<file path="src/rtl/mixer_mc.sv">
// ============================================================================
//  Module      : mixer_mc
//  Description : Time-multiplexed multichannel stereo mixer with soft mute
//                and first-order sigma-delta DAC bitstreams.
//  Revision    : 1.0 - initial release
// ============================================================================
`timescale 1ns/1ps
`default_nettype none

module mixer_mc #(
    parameter int NCH = 6,
    parameter int SW  = 8,
    parameter int VW  = 4
) (
    input  logic              clk28,
    input  logic              rst_n,
    input  logic [NCH*SW-1:0] ch_sample,
    input  logic [NCH*VW-1:0] ch_vol,
    input  logic [NCH*2-1:0]  ch_pan,
    input  logic              mute,
    output logic              sample_tick,
    output logic              muted,
    output logic              dac_l,
    output logic              dac_r
);

    localparam int MW = SW + VW + $clog2(NCH);
    localparam int PW = SW + VW;
    localparam int IW = (NCH > 1) ? $clog2(NCH) : 1;
    localparam int AW = $clog2(MW + 1);

    typedef enum logic [0:0] {
        S_ACCUM = 1'b0,
        S_LATCH = 1'b1
    } state_t;

    state_t          r_state;
    state_t          w_state_nxt;
    logic [IW-1:0]   r_idx;
    logic [IW-1:0]   w_idx_nxt;
    logic            w_accum;
    logic            w_latch;

    logic [SW-1:0]   w_smp;
    logic [VW-1:0]   w_vol;
    logic [1:0]      w_pan;
    logic [PW-1:0]   w_prod;

    logic [MW-1:0]   r_acc_l;
    logic [MW-1:0]   r_acc_r;
    logic [MW-1:0]   r_hold_l;
    logic [MW-1:0]   r_hold_r;
    logic [MW:0]     r_cnt_l;
    logic [MW:0]     r_cnt_r;
    logic [AW-1:0]   r_att;
    logic            r_tick;
    logic            r_muted;

    // Sweep sequencer: slots 0..NCH-1 accumulate, one extra cycle latches.
    always_ff @(posedge clk28 or negedge rst_n) begin
        if (!rst_n) begin
            r_state <= S_ACCUM;
            r_idx   <= '0;
        end else begin
            r_state <= w_state_nxt;
            r_idx   <= w_idx_nxt;
        end
    end

    always_comb begin
        w_state_nxt = r_state;
        w_idx_nxt   = r_idx;
        w_accum     = 1'b0;
        w_latch     = 1'b0;
        case (r_state)
            S_ACCUM: begin
                w_accum = 1'b1;
                if (r_idx == IW'(NCH - 1)) begin
                    w_state_nxt = S_LATCH;
                    w_idx_nxt   = '0;
                end else begin
                    w_idx_nxt   = r_idx + 1'b1;
                end
            end
            S_LATCH: begin
                w_latch     = 1'b1;
                w_state_nxt = S_ACCUM;
                w_idx_nxt   = '0;
            end
            default: begin
                w_state_nxt = S_ACCUM;
                w_idx_nxt   = '0;
            end
        endcase
    end

    // Only the channel owning the current slot is looked at.
    always_comb begin
        w_smp = '0;
        w_vol = '0;
        w_pan = '0;
        for (int k = 0; k < NCH; k++) begin
            if (r_idx == IW'(k)) begin
                w_smp = ch_sample[k*SW +: SW];
                w_vol = ch_vol[k*VW +: VW];
                w_pan = ch_pan[k*2 +: 2];
            end
        end
    end

    assign w_prod = PW'(w_smp) * PW'(w_vol);

    always_ff @(posedge clk28 or negedge rst_n) begin
        if (!rst_n) begin
            r_acc_l  <= '0;
            r_acc_r  <= '0;
            r_hold_l <= '0;
            r_hold_r <= '0;
            r_att    <= '0;
            r_tick   <= 1'b0;
            r_muted  <= 1'b0;
        end else begin
            r_tick  <= w_latch;
            r_muted <= (r_att == AW'(MW));
            if (w_accum) begin
                if (w_pan[0]) begin
                    r_acc_l <= r_acc_l + MW'(w_prod);
                end
                if (w_pan[1]) begin
                    r_acc_r <= r_acc_r + MW'(w_prod);
                end
            end else if (w_latch) begin
                // Hold samples the old attenuation; the fade step lands afterwards.
                r_hold_l <= r_acc_l >> r_att;
                r_hold_r <= r_acc_r >> r_att;
                r_acc_l  <= '0;
                r_acc_r  <= '0;
                if (mute) begin
                    if (r_att != AW'(MW)) begin
                        r_att <= r_att + 1'b1;
                    end
                end else if (r_att != '0) begin
                    r_att <= r_att - 1'b1;
                end
            end
        end
    end

    // First-order sigma-delta: the carry out of the MW-bit accumulator is the bitstream.
    always_ff @(posedge clk28 or negedge rst_n) begin
        if (!rst_n) begin
            r_cnt_l <= '0;
            r_cnt_r <= '0;
        end else begin
            r_cnt_l <= {1'b0, r_cnt_l[MW-1:0]} + {1'b0, r_hold_l};
            r_cnt_r <= {1'b0, r_cnt_r[MW-1:0]} + {1'b0, r_hold_r};
        end
    end

    assign dac_l       = r_cnt_l[MW];
    assign dac_r       = r_cnt_r[MW];
    assign sample_tick = r_tick;
    assign muted       = r_muted;

endmodule

`default_nettype wire

</file>
<file path="config.mk">
export PLATFORM = sky130hd
export DESIGN_NAME = mixer_mc
export DESIGN_NICKNAME = d
export VERILOG_FILES = /design/src/rtl/mixer_mc.sv
export SDC_FILE = /design/constraint.sdc
export NUM_CORES = 1
export LEC_CHECK = 0
export CORE_MARGIN = 2
export CORE_UTILIZATION = 59
export DETAILED_ROUTE_END_ITERATION = 6
export HOLD_SLACK_MARGIN = 0.12
export PLACE_DENSITY = 0.9
export SLEW_MARGIN = 25
export SYNTH_ARGS = -nofsm -noshare
export SYNTH_HDL_FRONTEND = slang
export SYNTH_SLANG_ARGS = --single-unit
</file>
<file path="constraint.sdc">
create_clock -name clk28 -period 8.5 [get_ports clk28]
set_clock_uncertainty 0.2 [all_clocks]
set_input_delay 0.85 -clock clk28 [delete_from_list [all_inputs] [get_ports clk28]]
set_output_delay 0.85 -clock clk28 [all_outputs]
set_load 0.005 [all_outputs]
</file>
==> results list, run 1 <==
- Largest net degree at the start of global routing: 62
- Setup repair after global routing left no endpoint under its margin.
* Worst setup path category: reg -> reg
- Post-synthesis to final-layout area growth: 13.7%
* Relative slew margins: 33.9%
- WL/cell: 16.9 um
- Crit-path max FO: 44
- Setup violations, final: 0
- Top flip-flop cell by instance count after synthesis: dfrtp_1
- Switching component of the power: 1.03 mW
- CTS Root Cell: clkbuf_16
* FFs w/ async S/R, synth: 100%
- Fillers: 1115
- Setup tns final: 0 ns
- Number of setup buffers added after CTS: 0
- After layout, the worst path uses 83.8% of the clock period.
- Slew of the pin with the lowest slew margin: approximately 0.99 ns
- Clock group share of total power: 16.5%
* Average vias per placed instance: 6.28
* Final nets: 1242
- 0 antenna diodes ended up in the layout.
* Total Wirelength: 21100 um
- Internal power component: 1.45 mW
- For this block, the via count after detailed routing is 7862.
- Comb power frac: 52.7%
- For this run, the detailed router's first-pass iteration total came to 7.
- Global routing used 27.2% of the available tracks.
- STA classifies the critical path endpoint as a flop.
* Number of antenna violations at the first check in global routing: 0
* Final GP Congestion: 0.959
- Largest vdd supply drop: 0.142 mV
- Resized Gates After CTS: 0
- # Max-Cap Violations: 0
- Number of buffers inserted by port buffering: 90
- Post-synthesis cell type count: a little over 70
- Buffers inserted during clock tree synthesis total 9.
* Worst min-delay path category: in -> async
- Detailed placement ended at an HPWL of 15600 um.
- TritonCTS clock tree: built
- Total nets after synthesis: 1184
* DRC errors left: 0
- Number of hold buffers added after cts: 0
* Cell types with the largest area share after synthesis: dfrtp_1 (29%), ha_1 (11%), mux2i_1 (6.5%)
- X dimension of the die: between 100 and 150 um
* Cell area power density: 246 nW/um2
- Minimum clock period after layout: 7.13 ns
- Leaving out fill and tap cells, the most frequent cell in the layout is nor2_1.
- YS warnings: 0
- CP Launch Type: flop
* Top library cells by usage in the layout, fill and taps aside: nor2_1 (105), dfrtp_1 (99), a21oi_1 (97), nand2_1 (91), clkdlybuf4s50_1 (89)
- Total standard cell area after synthesis: 8840 um2
- The initial utilization of the core area, before any placement, comes to 60.6%.
- Max frequency: approximately 0.14 GHz
- Instance count of the mapped netlist: 1005
- Run status: finished, final reports clean
* Total grt overflow: 0
- Net switching is 41.4% of the power.
- Core area: 14600 um2
- Number of pins exceeding their max-slew limit in the final report: 0
- Relative contribution of sequential cells to total power: 30.8%
- Number of global-route vias before repair: 7702
- First-pass GRT wire length: between 30000 and 40000 um
- At the worst endpoint, the required time is ~8.5 ns.
* Flip-flop and latch count after synthesis: slightly above 100
* Sequential element share of the synthesized area: between 20% and 30%
- The H-tree was split into 3 levels.
- Worst endpoint data arrival time: 7.16 ns
- The post-route netlist has approximately 5.2% of its cells at a drive strength greater than 1.
- In this run the core area contains 44 standard-cell rows.
- The first routing iteration left a little under 700 violations.
* Number of clock sinks: 102
* Leakage: between 4 and 5 nW
- The biggest area contributor in the post-synthesis netlist is dfrtp_1.
- The share of synthesized area in the top cell type comes to between 20 and 30%.
* Number of enable flip-flop cells after synthesis: 0
- Final hold violation count: 0
- The floorplan step defined a die boundary enclosing 16000 um2.
- The detail route stage leaves a number of antenna-violating nets equal to 0.
- Syn Area/Cell: 8.80 um2
- Clock-pin transition on the worst setup and hold timing paths: 0.07 ns
- During I/O placement, the number of pins put on the boundary was 91.
- Clock insertion delay at the later pin of the skew report: 0.35 ns
- Counting along the longest clock path gives a buffer depth of 2.
* Final Hold Slack: 0.273 ns
- In this run the vertical extent of the chip is 126 um.
==> through the flow <==
| stage | worst slack, ns | instances | power, mW | util (%) | area (um2) |
|---|---|---|---|---|---|
| 4_1_cts | 1.43 | 1252 | 2.47 | 68.9 | 10000 |
| 3_3_place_gp | 1.36 | 1236 | 1.98 | 66.9 | 9760 |
| 5_1_grt | 0.968 | 1252 | 2.67 | 68.9 | 10000 |
| 3_5_place_dp | 1.47 | 1236 | 2.04 | 66.9 | 9770 |
| 2_1_floorplan | 2.01 | 1005 | 1.77 | - | 8840 |
| 6_report | 1.37 | 1252 | 2.47 | 68.9 | 10000 |
==> synth_stat cells (15+ instances only) <==
cell        n
dfrtp_1   102
nand3_1    23
o21a_1     15
ha_1       75
mux2i_1    57
fa_1       17
nor3_1     17
a211oi_1   17
clkbuf_1   19
nand2_1    91
nor2b_1    16
inv_1      52
xnor2_1    35
nor2_1    105
a21oi_1    97
o21ai_0    52
==> cell type report <==
| cell class | instances | area, um2 | share of cell area, % |
|---|---|---|---|
| Timing Repair Buffer | 95 | 936 | 9.31 |
| Multi-Input combinational cell | 802 | 5840 | 58.2 |
| Clock buffer | 12 | 236 | 2.35 |
| Inverter | 53 | 199 | 1.98 |
| Clock inverter | 4 | 47.5 | 0.473 |
| Tap cell | 184 | 230 | 2.29 |
| Sequential cell | 102 | 2560 | 25.4 |
==> cells by family (layout without fill, tap and decap cells) <==
group	Yosys count	after routing	synth area share (%)
AOI/OAI and AO/OA	285	285	20.9
xor gates and xnor gates	44	44	4.36
adders and majority gates	92	92	14.5
buffers and inverters	101	164	5.04
DFF	102	102	28.9
muxes	78	78	10.7
and+or+nand+nor	303	303	15.7
==> worst paths after layout <==
kind,startpoint,end,slack (ns),depth (start not counted)
worst max-delay path,r_idx[0],r_acc_l[14],1.37,22
worst min-delay path,rst_n,r_cnt_r[6],0.27,1
worst max register to register,r_idx[0],r_acc_l[14],1.37,22
worst min register to register,r_cnt_r[0],r_cnt_r[0],0.27,1
max in group asynchronous,rst_n,r_att[1],6.62,2
min in group clk28,r_cnt_r[0],r_cnt_r[0],0.27,1
==> worst max-delay path, stage by stage (launching register included) <==
cell,delay [ns]
dfrtp_2,0.96
and2_1,0.24
ha_2,0.62
o21ai_0,0.19
a21oi_1,0.53
nor2_1,0.15
fa_1,0.53
inv_1,0.05
fa_1,0.53
inv_1,0.04
ha_1,0.32
nor2b_1,0.16
o31a_1,0.26
or4_1,0.44
nand2_1,0.13
xnor2_1,0.11
ha_1,0.38
nand2_1,0.08
o21ai_0,0.24
or3_1,0.20
o21ai_1,0.07
nor3b_1,0.23
mux2_1,0.34
==> routing by layer <==
metal	vias up	share of wire (%)	track usage, %
met2	299	50	46.3
met5	-	0	0
met1	3731	42	34.3
met3	60	4.9	3.12
li1	3772	-	-
met4	0	3.5	13.4
==> state kept, by name, indices dropped and copies added, names as in the netlist <==
signal / flops
muted: 1
r_acc_l: 15
r_acc_r: 15
r_att: 4
r_cnt_l: 16
r_cnt_r: 16
r_hold_l: 15
r_hold_r: 15
r_idx: 3
r_state: 1
sample_tick: 1
==> power by group through the flow <==
stage	registers (mW)	clock network, mW	logic [mW]
final	0.763	0.409	1.30
after global routing	0.781	0.428	1.46
after CTS	0.761	0.409	1.30
after detailed placement	0.765	0	1.28
after global placement	0.759	0	1.22
after floorplan	0.680	0	1.09
Note: power is estimated with default switching activity, not from simulation.
==> inputs of run 2 (changes only) <==
- CORE_UTILIZATION: 59 -> 53
- PLACE_DENSITY: 0.9 -> 0.86
- clock period: 8.5 -> 6.41 ns (I/O delays scaled with it)
==> results list, run 2 (synthesized netlist as in run 1, its figures left out) <==
- Run status: finished, final reports clean
* Number of buffers and inverters on the critical path: 2 (unchanged)
* Max frequency: 0.160 GHz (+14%)
- The via density per instance is 5.94 (-5.3%).
- Core area: 16500 um2 (+13%)
- The violation count after the first detailed-route iteration is 631 (-6.2%).
* Post-route fraction of the period consumed by the critical path: 97.2% (+13 points)
* Most common cell type on the critical path: ha_1
- The number of max-slew violations in the final report is 0 (unchanged).
* CP Launch Type: flop
- Relative slew margins: 32.9% (-1.1 points)
- Height of the die: 133 um (+5.3%)
* Global routing usage summed across all routing layers: 23.7% (-3.5 points)
* Rows: 47 (+6.8%)
- TritonCTS clock tree: built
- Largest vdd supply drop: 0.213 mV (+51%)
- HP Start: r_cnt_l[0]
- The critical path's largest stage delay came to 0.53 ns (-0.43 ns).
- Leading registers by flop count: r_cnt_l: 16 flops, r_cnt_r: 16 flops
- The depth of the worst register-to-register path came to 23 (+4.5%).
- The placed instance area is 9910 um2 (+1.5%).
* Number of buffers inserted by port buffering: 90 (unchanged)
- Startpoint of the worst-slack reg-to-reg timing path: r_idx[0]
- The initial cell density of the core came to 53.7% (-6.9 points).
- Clock insertion delay at the later pin of the skew report: 0.36 ns (about the same)
- Worst endpoint data arrival time: 6.27 ns (-0.89 ns)
- Worst path cell trace: and2_1, ha_1, buf_12, o21ai_0, a21oi_2, or2_2, fa_1, inv_1, fa_1, ha_1, a21oi_1, nor2b_1, o31a_1, or4_1, nand2_1, xnor2_1, ha_1, a21oi_1, o21ai_0, or3_1, o21ai_1, nor3b_2, mux2_1
* Final HPWL from detailed placement: 15400 um (-1.3%)
- Largest net degree at the start of global routing: 65 (+4.8%)
- The number of buffers created by CTS is 9 (unchanged).
- The count of vias placed by the detailed router was 7728 (-1.7%).
* Final nets: 1254 (+0.97%)
* Worst hold path endpoint: r_cnt_l[0]
- Top library cells by usage in the layout, fill and taps aside: nor2_1 (105), dfrtp_1 (99), a21oi_1 (96), nand2_1 (91), clkdlybuf4s50_1 (89)
- The number of clock sinks was 102 (unchanged).
- Final Core Density: 62.1% (-6.8 points)
- First-pass detailed-route iteration total: 5 (-2)
* Total grt overflow: 0 (unchanged)
- Total Wirelength: 20300 um (-4.1%)
- The die boundary width came to 133 um (+5.3%).
* Crit-path max FO: 44 (unchanged)
* Fillers: 1347 (+21%)
* CP max stage cell: fa_1
* Worst setup path category: reg -> reg
* Final hold violation count: 0 (unchanged)
- Final Instance Area: 10200 um2 (+1.7%)
- Number of global-route vias before repair: 7470 (-3.0%)
- The worst-margin pin slew was 1.01 ns (+0.0161 ns).
- The final number of setup-violating endpoints is 0 (unchanged).
- Nature of the critical path endpoint: flop
* Cell family with the largest share of critical-path delay: adder cells
- Worst min-delay path category: reg -> reg
- The die area was 17700 um2 (+11%).
- Relative to the synthesized area, the layout overhead comes to 15.7%.
- The top-level I/O count was 91 (unchanged).
- Share of final-layout standard cells stronger than drive strength 1: 6.57% (+1.3 points)
- Along the worst hold path, the cell count comes to 1.
* Worst-case clock buffer depth: 2 (unchanged)
- The mean routed wirelength per cell came to 15.6 um (-7.6%).
* First-pass GRT wire length: 34700 um (-3.7%)
* ANT cells: 0 (unchanged)
- Number of antenna violations at the first check in global routing: 0 (unchanged)
* Final GP Congestion: 0.917 (-4.4%)
* Minimum clock period after layout: 6.23 ns (-0.894 ns)
- Register-to-register setup slack: 0.18 ns (-1.20 ns)
- Leakage: 4.42 nW (+1.6%)
- Reg-to-reg critical path endpoint: r_acc_l[14]
* Worst Path Required: 6.45 ns (-2.09 ns)
- The clock-pin slew on the worst setup and hold paths is 0.07 ns (about the same).
* CTS Root Cell: clkbuf_16
* DRC errors left: 0 (unchanged)
- Leaving out fill and tap cells, the most frequent cell in the layout is nor2_1.
- Post-DRT Antenna Nets: 0 (unchanged)
* Level count of the clock H-tree: 3 (unchanged)
* Cell area power density: 318 nW/um2 (+29%)
* # Max-Cap Violations: 0 (unchanged)
[run 2: routing by layer]
| layer | track usage (%) | share of wire, % | vias up | wire (um) |
|---|---|---|---|---|
| li1 | - | - | 3796 | - |
| met1 | 30.7 | 44 | 3654 | 8840 |
| met2 | 40.7 | 49 | 234 | 9890 |
| met3 | 3.20 | 5.1 | 44 | 1040 |
| met4 | 8.92 | 2.6 | 0 | 519 |
| met5 | 0 | 0 | - | 0 |
[run 2: layout make-up]
cell class	count	area [um2]	area share (%)
clock buffer	13	270	2.64
tap	220	275	2.69
timing repair buffer	107	1050	10.3
clock inverter	3	17.5	0.171
sequential	102	2560	25.0
multi-input combinational	802	5850	57.2
inverter	53	199	1.95
[run 2: power breakdown]
| part | switching, mW | total (mW) | internal, mW |
|---|---|---|---|
| clock | 0.238 | 0.532 | 0.294 |
| combinational | 0.927 | 1.72 | 0.795 |
| sequential | 0.166 | 0.995 | 0.829 |
| total | 1.33 | 3.25 | 1.92 |
[run 2: what timing repair did]
item	4_1_cts	5_1_grt
endpoints found under the setup margin	0	1
hold buffers	1	0
buffers inserted	0	1
hold endpoints to repair	38	0
gates resized for setup	0	3
[run 2: stage by stage]
step / hold slack (ns) / setup TNS (ns) / cells / power, mW / setup WS [ns]
after global placement: 0.252 / 0 / 1282 / 2.63 / 0.183
after floorplan: 0.145 / 0 / 1005 / 2.35 / 0.0203
after CTS: 0.274 / 0 / 1299 / 3.25 / 0.280
after detailed placement: 0.260 / 0 / 1282 / 2.70 / 0.0773
after global routing: 0.281 / -0.198 / 1300 / 3.51 / -0.131
final: 0.269 / 0 / 1300 / 3.25 / 0.178
[run 2: worst max path at each step]
stage	start	to	slack (ns)	depth (start not counted)
global route	r_idx[0]	r_acc_l[14]	-0.13	23
floorplan	r_idx[0]	r_acc_l[14]	0.02	29
detailed placement	ch_vol[7]	r_acc_l[14]	0.08	23
global placement	ch_vol[7]	r_acc_l[14]	0.18	24
finish	r_idx[0]	r_acc_l[14]	0.18	23
CTS	r_idx[0]	r_acc_l[14]	0.28	22
==> inputs of run 3 (changes only) <==
- CORE_MARGIN: 2 -> 5
- HOLD_SLACK_MARGIN: 0.12 -> not set
- RECOVER_POWER: not set -> 50
==> results list, run 3 (synthesized netlist as in run 1, its figures left out) <==
- Number of violations reported at the end of detailed-routing iteration 0: 687 (+8.9%)
* Worst hold path endpoint: r_hold_r[8]
- Leakage: 4.44 nW (+0.49%)
- The checks that failed: capacitance limit, slew limit.
* ANT cells: 0 (unchanged)
- Depth of the worst register-to-register path: 23 (unchanged)
- Worst setup path category: reg -> reg
- Largest net degree at the start of global routing: 61 (-6.2%)
- Number of buffers inserted by port buffering: 90 (unchanged)
- Final hold violation count: 0 (unchanged)
- The final global-route overflow total came to 0 (unchanged).
- Final GP Congestion: 0.912 (-0.58%)
- Switching share of power: 40.9% (-0.050 points)
- TritonCTS built the clock tree.
- First-pass detailed-route iteration total: 5 (unchanged)
- The mean routed wirelength per cell was 16.0 um (+2.6%).
- The portion of total power attributed to the clock network is 17.1% (+0.7 points).
- First-pass GRT wire length: 35500 um (+2.2%)
* Clock insertion delay at the later pin of the skew report: 0.35 ns (about the same)
* Reg-to-reg critical path endpoint: r_acc_l[14]
- The quantity of hold-fixing buffers added after cts is 0 (-1).
- The net count of the finished layout was 1257 (+0.24%).
- Switching component of the power: 1.35 mW (+1.7%)
- Total Wirelength: 20900 um (+2.9%)
* Largest vdd supply drop: 0.198 mV (-7.1%)
* Global routing usage summed across all routing layers: 21.5% (-2.2 points)
- In the layout the commonest cells are nor2_1 (105), dfrtp_1 (99), a21oi_1 (97), nand2_1 (91), clkdlybuf4s50_1 (89).
* Worst setup startpoint: r_idx[1]
- The worst setup path is launched from a flop.
- Worst Path Required: 6.43 ns (-0.02 ns)
- Worst endpoint data arrival time: 6.05 ns (-0.22 ns)
* Number of buffers and inverters on the critical path: 3 (+1)
* Minimum clock period after layout: 6.03 ns (-0.201 ns)
* Most common cell type on the critical path: a21oi_1
* Number of clock sinks: 102 (unchanged)
- Worst path cell trace: buf_6, nand2b_1, buf_4, o21ai_0, a21oi_1, or2_2, fa_1, inv_1, fa_1, ha_1, a21oi_1, nor2b_1, o31a_1, or4_1, nand2_1, xnor2_1, ha_1, a21oi_1, o21ai_0, or3_1, o21ai_1, nor3b_1, mux2_1
- In the final layout, the registers with the most flip-flops are r_cnt_l: 16 flops, r_cnt_r: 16 flops.
* Crit-path max FO: 34 (-23%)
- I/O pin cnt: 91 (unchanged)
- Max frequency: 0.166 GHz (+3.3%)
- Setup violations, final: 0 (unchanged)
- The worst-margin pin slew came to 2.59 ns (+1.58 ns).
* Relative slew margins: -72.4% (-110 points)
* Via count: 7776 (+0.62%)
- The tree is rooted in a clkbuf_16.
- Number of CTS-inserted buffers: 9 (unchanged)
* Share of final-layout standard cells stronger than drive strength 1: 6.65% (+0.074 points)
- The kind of cell with the highest combined delay along the critical path is adder cells.
- Level count of the clock H-tree: 3 (unchanged)
- The power share of the sequential group is 30.5% (about the same).
* HP Start: r_hold_r[8]
* Register-to-register setup slack: 0.38 ns (+0.20 ns)
- Initial standard-cell utilization of the core: 53.7% (unchanged)
- Setup repair after global routing left no endpoint under its margin.
- The via count of the first global-routing pass came to 7535 (+0.87%).
* Post-synthesis to final-layout area growth: 16.0%
- Cell count of the worst hold path: 1 (unchanged)
- Area of the die: 19400 um2 (+9.2%)
- The clock-pin slew on the worst setup and hold paths is 0.07 ns (about the same).
* Leading cell type in the layout, fill and taps excluded: nor2_1
- The critical path's largest stage delay is 0.52 ns (about the same).
* Number of antenna violations at the first check in global routing: 0 (unchanged)
- Internal power component: 1.95 mW (+1.9%)
* Comb power frac: 52.4% (-0.6 points)
* Post-route fraction of the period consumed by the critical path: 94.1% (-3.1 points)
- The number of violations of the max-capacitance limit was 1 (+1).
- Final Hold Slack: 0.297 ns (+0.0282 ns)
* Startpoint of the worst-slack reg-to-reg timing path: r_idx[1]
- Average vias per placed instance: 5.97 (+0.39%)
- The flow ran to the end, but the final reports show violations.
- The final total negative setup slack came to 0 ns (unchanged).
* Worst-case clock buffer depth: 2 (unchanged)
- The number of remaining DRC errors came to 0 (unchanged).
* Rows: 47 (unchanged)
- The number of routed nets with antenna violations is 0 (unchanged).
* Height of the die: 139 um (+4.5%)
- The placeable core region came to 16500 um2 (unchanged).
- X dimension of the die: 139 um (+4.5%)
- CP max stage cell: fa_1
* Number of pins exceeding their max-slew limit in the final report: 47 (+47)
- Worst min-delay path category: reg -> reg
- Cell area power density: 323 nW/um2 (+1.5%)
- STA classifies the critical path endpoint as a flop.
- The half-perimeter wire length after placement is 16000 um (+3.9%).
[run 3: power groups by stage]
| stage | combinational, mW | sequential [mW] | clock, mW |
|---|---|---|---|
| 2_1_floorplan | 1.44 | 0.902 | 0 |
| 3_3_place_gp | 1.64 | 1.01 | 0 |
| 3_5_place_dp | 1.71 | 1.02 | 0 |
| 4_1_cts | 1.73 | 1.01 | 0.571 |
| 5_1_grt | 1.94 | 1.03 | 0.598 |
| 6_report | 1.73 | 1.01 | 0.565 |
[run 3: what timing repair did]
item | in CTS | in global routing
gates resized for setup | 0 | 3
buffers inserted | 0 | 0
endpoints found under the hold margin | 0 | 0
endpoints found under the setup margin | 0 | 7
[run 3: cell type report]
type / count / area [um2]
sequential: 102 / 2560
fill: 1330 / 6220
tap: 220 / 275
clock inverter: 5 / 57.6
inverter: 53 / 199
clock buffer: 11 / 253
multi-input combinational: 802 / 5850
timing repair buffer: 110 / 1050
[run 3: per-stage QoR]
step                      instance area [um2]  utilization [%]  setup WS [ns]  instances  power (mW)
after floorplan                          8850                -         0.0203       1005        2.35
after global placement                   9930             60.3          0.245       1287        2.65
final                                   10200             62.2          0.379       1303        3.31
after detailed placement                 9930             60.3         0.0940       1287        2.73
after global routing                    10200             62.2        0.00606       1303        3.58
after CTS                               10200             62.2          0.149       1303        3.31
[run 3: routing by layer]
metal / wire (um) / share of wire, % / up-vias / global-route usage [%]
met5: 0 / 0 / - / 0
met4: 529 / 2.5 / 0 / 7.05
met3: 1010 / 4.9 / 45 / 2.83
met2: 10400 / 50 / 241 / 37.6
met1: 8920 / 43 / 3691 / 27.7
li1: - / - / 3799 / -
[run 3: worst max path at each step]
| stage | endpoint | depth (start not counted) |
|---|---|---|
| 3_3_place_gp | r_acc_l[14] | 23 |
| 2_1_floorplan | r_acc_l[14] | 29 |
| 4_1_cts | r_acc_l[14] | 24 |
| 5_1_grt | r_acc_l[14] | 24 |
| 6_report | r_acc_l[14] | 23 |
| 3_5_place_dp | r_acc_l[14] | 25 |
[run 3: worst register-to-register path, delay by kind of cell, from the launching register on]
kind,cells,cell delay (ns)
adder cells (fa/ha/maj),4,1.67
AND/OR/NAND/NOR,7,1.65
AO/OA/AOI/OAI,7,1.06
buffers and inverters,3,0.46
flip-flops,1,0.38
multiplexers,1,0.32
XOR/XNOR,1,0.18
